$ cat config.mk
export PLATFORM = sky130hd
export DESIGN_NAME = result_drain
export DESIGN_NICKNAME = d
export VERILOG_FILES = /design/src/rtl/result_drain.sv
export SDC_FILE = /design/constraint.sdc
export NUM_CORES = 1
export LEC_CHECK = 0
export ABC_AREA = 0
export BUFFER_PORTS_ARGS = -buffer_cell sky130_fd_sc_hd__buf_2
export CAP_MARGIN = 20
export CORE_UTILIZATION = 30
export DETAILED_ROUTE_END_ITERATION = 6
export MAX_ROUTING_LAYER = met4
export PLACE_DENSITY = 0.48
export SLEW_MARGIN = 10
export SYNTH_ARGS = -nofsm -noshare
export SYNTH_HDL_FRONTEND = slang
export SYNTH_SLANG_ARGS = --single-unit
$ cat constraint.sdc
create_clock -name clk -period 1.85 [get_ports clk]
set_input_delay 0.37 -clock clk [delete_from_list [all_inputs] [get_ports clk]]
set_output_delay 0.37 -clock clk [all_outputs]
set_load 0.02 [all_outputs]
$ cat src/rtl/result_drain.sv
// Purpose: captures one row of ARR_SIZE 16-bit lanes and drains it as 32-bit lane pairs.
// Latency: the first word is valid the cycle after capture, then one word per cycle.
// Backpressure: out_ready low freezes the word. cap_ready opens only when idle or on the last word's acceptance.
module result_drain #(
    parameter int ARR_SIZE = 4
) (
    input  logic                    clk,
    input  logic                    rst,
    input  logic [ARR_SIZE*16-1:0]  row_in,
    input  logic                    cap_valid,
    output logic                    cap_ready,
    output logic [31:0]             data_out,
    output logic [6:0]              addr_out,
    output logic                    out_valid,
    input  logic                    out_ready,
    output logic [7:0]              rows_done
);

    localparam int NW    = (ARR_SIZE + 1) / 2;
    localparam int IDX_W = (NW > 1) ? $clog2(NW) : 1;
    localparam logic [IDX_W-1:0] LAST_IDX = IDX_W'(NW - 1);

    typedef enum logic {
        IDLE  = 1'b0,
        DRAIN = 1'b1
    } state_t;

    state_t                  state_q, state_d;
    logic [IDX_W-1:0]        idx_q, idx_d;
    logic [ARR_SIZE*16-1:0]  row_q, row_d;
    logic [7:0]              rows_done_q, rows_done_d;

    // Word view of the row, zero-padded so an odd lane count ends with a zero high half.
    logic [NW*32-1:0]        row_ext;
    logic                    last_word;

    // Pad the captured row up to a whole number of 32-bit words.
    always_comb begin
        row_ext = '0;
        row_ext[ARR_SIZE*16-1:0] = row_q;
    end

    assign last_word = (idx_q == LAST_IDX);
    assign rows_done = rows_done_q;

    // Next-state and output decode. Outputs depend only on registered state,
    // except cap_ready, which opens on the final word's acceptance.
    always_comb begin
        state_d     = state_q;
        idx_d       = idx_q;
        row_d       = row_q;
        rows_done_d = rows_done_q;
        cap_ready   = 1'b0;
        out_valid   = 1'b0;
        data_out    = '0;
        addr_out    = '0;
        case (state_q)
            IDLE: begin
                cap_ready = 1'b1;
                if (cap_valid) begin
                    state_d = DRAIN;
                    idx_d   = '0;
                    row_d   = row_in;
                end
            end
            DRAIN: begin
                out_valid = 1'b1;
                data_out  = row_ext[32*idx_q +: 32];
                addr_out  = 7'({idx_q, 1'b0});
                if (out_ready) begin
                    if (last_word) begin
                        // The row completes here. A waiting row is taken on the same
                        // edge, so back-to-back rows have no bubble.
                        cap_ready   = 1'b1;
                        rows_done_d = rows_done_q + 8'd1;
                        idx_d       = '0;
                        if (cap_valid) begin
                            row_d = row_in;
                        end else begin
                            state_d = IDLE;
                        end
                    end else begin
                        idx_d = idx_q + 1'b1;
                    end
                end
            end
            default: state_d = IDLE;
        endcase
    end

    // State registers. The asynchronous clear also discards any partly drained row.
    always_ff @(posedge clk or negedge rst) begin
        if (!rst) begin
            state_q     <= IDLE;
            idx_q       <= '0;
            row_q       <= '0;
            rows_done_q <= '0;
        end else begin
            state_q     <= state_d;
            idx_q       <= idx_d;
            row_q       <= row_d;
            rows_done_q <= rows_done_d;
        end
    end

endmodule

==> metrics <==
outcome=complete, but fails checks; failing checks=negative hold slack; Async S/R FF share, synth=100.0%; worst reg2reg path depth=5; Core Util, Final=40.18%; simple-gate area share of the yosys netlist=7.965%; hold_ws=-0.003430 ns; Post-Synth Adder-Cell Area=0.3347%; Fillers=1151; crit path launch type=register; vias in the first global route=2320; ys flop type=dfrtp_1; Pleak=2.494 nW; VDD IR max=0.7494 mV; endpoints failing setup=0; crit-path leading delay family=flip-flops; RD Place Congestion=0.6852; Worst R2R Setup Slack=0.18 ns; crit-path cells=buf_12 > mux2i_1 > nor2b_1 > buf_2; maximum number of pins on one net before global-route repair=39; largest family of logic cells by synthesized area=multiplexers; Seq/Total Area, Yosys=49.53%; CTS sink cnt=74; total wire length=7782 um; Final min period=1.823 ns; Die Wd=113.6 um; Post-Syn Area per Cell=14.95 um2; CTS Buffer Depth=2; post-place instance area=0.004441 mm2; DRC errors left=0; cell taking the most area after synthesis=dfrtp_1; Final #Nets=436; cts hold-fix bufs=0; EDFF count, synth=0; initial antenna violation count=0; Port Buffer Count=110; aggregate global routing overflow=0; most instantiated cells after synthesis=dfrtp_1 (74), mux2_4 (60), mux2i_1 (32), nor2b_1 (32), buf_4 (7); Yosys reg bits=74; clk root buf=clkbuf_16; period utilization=98.53%; Yosys warnings=0; CP Capture Type=output pin; crit-path max cell delay=0.47 ns; Yosys cell types=21; Final Max Slew Viols=0; Worst Path Arrival=1.45 ns; Synth area leaders=dfrtp_1 (50%), mux2_4 (24%), mux2i_1 (8.6%); Die Area=0.01291 mm2; Hold WC Path Type=primary input to asynchronous set/reset pin; Detail Placement HPWL=5148 um; core area=0.01206 mm2; FF-to-FF Start=idx_q; # rows=40; Final Hold Vio Count=2; gr usage total=13.38%; top-area cell type share of the netlist area=49.53%; initial drt markers=67; Clk Latency, worst-skew pair=0.33 ns; Diodes inserted=0; H-tree depth=3; slowest CP cell=dfrtp_2; Wirelength per Cell=14.41 um; CTS tree=done; synthesis-to-finish area growth=29.62%; Syn Inst Count=250; Buf/Inv on CP=2; Vias=2243; RSZ-0062 raised after global routing=true; CTS buffer count=9; Fmax=0.5486 GHz; Final ANT Viol Nets=0; non-filler cells, final=540; r2r endpoint=row_ext[11]; DP Cell Count=521; compound-gate portion of the synthesized area=0.5689%; Worst-path clk slew=0.06 ns; CP endpoint=data_out[21]; post-synthesis xor/xnor area fraction=1.874%; CP Depth=4; DR vias/cell=4.154; CP Class=register to output pin; Synth Cell Area=0.003739 mm2; max cap viols=0; Final Instance Area=0.004846 mm2; Setup crit start=idx_q; CP max FO=15; Power Dens Cells=1900 mW/mm2; Worst Skew=0.004780 ns; first-pass GRT wire length=12560 um; CP required=1.48 ns; Die Y=113.6 um; 1st-pass router iterations=4; fraction of synthesized area in multiplexers=34.17%; share of cells above drive strength 1=54.84%; most common cell in the netlist=dfrtp_1; Starting Density=31.00%; IO Count=117
-- report_power, final --
part | switching, W | total [W] | leakage, nW | internal [W]
logic | 0.00201 | 0.00432 | 1.45 | 0.00232
registers | 0.000500 | 0.00291 | 0.875 | 0.00241
clock network | 0.000662 | 0.00197 | 0.166 | 0.00131
-- what timing repair did --
| action | in CTS | in global routing |
|---|---|---|
| resized for setup | 3 | 7 |
| cloned | 0 | 1 |
| buffers inserted | 0 | 2 |
| endpoints found under the setup margin | 14 | 30 |
| pin swaps | 0 | 0 |
-- how the worst min path moves through the flow --
stage	from	endpoint	slack, ns	depth (start not counted)
finish	rst	row_ext[19]	-0.003	1
global route	rst	row_ext[19]	0.03	1
floorplan	rst	idx_q	0.07	0
CTS	rst	row_ext[19]	0.01	1
detailed placement	rst	row_ext[19]	0.38	1
global placement	rst	row_ext[19]	0.38	1
-- worst register-to-register path: stages, from the launching register on --
cell	delay, ns
dfrtp_2	0.47
buf_4	0.17
a21bo_4	0.23
nand2_8	0.12
buf_12	0.22
mux2_4	0.35
-- cell usage in the layout (no fill, tap or decap) --
master / synthesis / final
buf_2: 4 / 103
dfrtp_1: 74 / 73
mux2_4: 60 / 60
mux2i_1: 32 / 32
nor2b_1: 32 / 32
clkbuf_16: 0 / 10
buf_4: 7 / 10
xnor2_1: 6 / 6
conb_1: 1 / 6
buf_12: 6 / 6
mux2_2: 5 / 5
and3_1: 4 / 4
nand2_1: 4 / 4
nand4_1: 3 / 3
clkinv_2: 0 / 3
bufinv_16: 0 / 3
nand2b_1: 2 / 2
xor2_1: 2 / 2
a21bo_4: 1 / 1
and2_1: 1 / 1
nand2_8: 1 / 1
o21ai_0: 1 / 1
ha_1: 1 / 1
clkbuf_1: 3 / 1
dfrtp_2: 0 / 1
buf_6: 0 / 1
-- sequential cells by signal, summed over array words and instances, names as in the netlist --
signal     flops
idx_q          1
row_ext       64
state_q        1
rows_done      8
-- final cells by class --
| cell class | instances | area (um2) | area share [%] |
|---|---|---|---|
| flip-flops and latches | 74 | 1853 | 38.24 |
| clock inverters | 6 | 105.1 | 2.169 |
| well taps | 168 | 210.2 | 4.338 |
| repair buffers | 121 | 747.0 | 15.41 |
| multi-input cells | 161 | 1702 | 35.11 |
| clock buffers | 10 | 229.0 | 4.725 |
-- stage by stage --
| step | setup WS, ns | TNS, ns | power [W] |
|---|---|---|---|
| floorplan | 0.2914 | 0 | 0.006020 |
| global placement | 0.2663 | 0 | 0.007073 |
| detailed placement | 0.2589 | 0 | 0.007102 |
| CTS | -0.01189 | -0.01637 | 0.009182 |
| global route | -0.04868 | -0.4623 | 0.009769 |
| finish | 0.02713 | 0 | 0.009209 |
-- cell families after synthesis --
logic type / after synthesis
multiplexers: 97
flip-flops: 74
AND/OR/NAND/NOR: 47
buffers and inverters: 20
XOR/XNOR: 8
AO/OA/AOI/OAI: 2
adder cells (fa/ha/maj): 1
other: 1
-- metal layers --
| metal | routed length, um | global-route usage, % | vias to the layer above |
|---|---|---|---|
| li1 | - | - | 1086 |
| met1 | 3992 | 18.46 | 1072 |
| met2 | 3251 | 17.85 | 74 |
| met3 | 382 | 3.507 | 11 |
| met4 | 156 | 6.842 | 0 |
| met5 | 0 | - | - |
(Power assumes the default switching activity.)
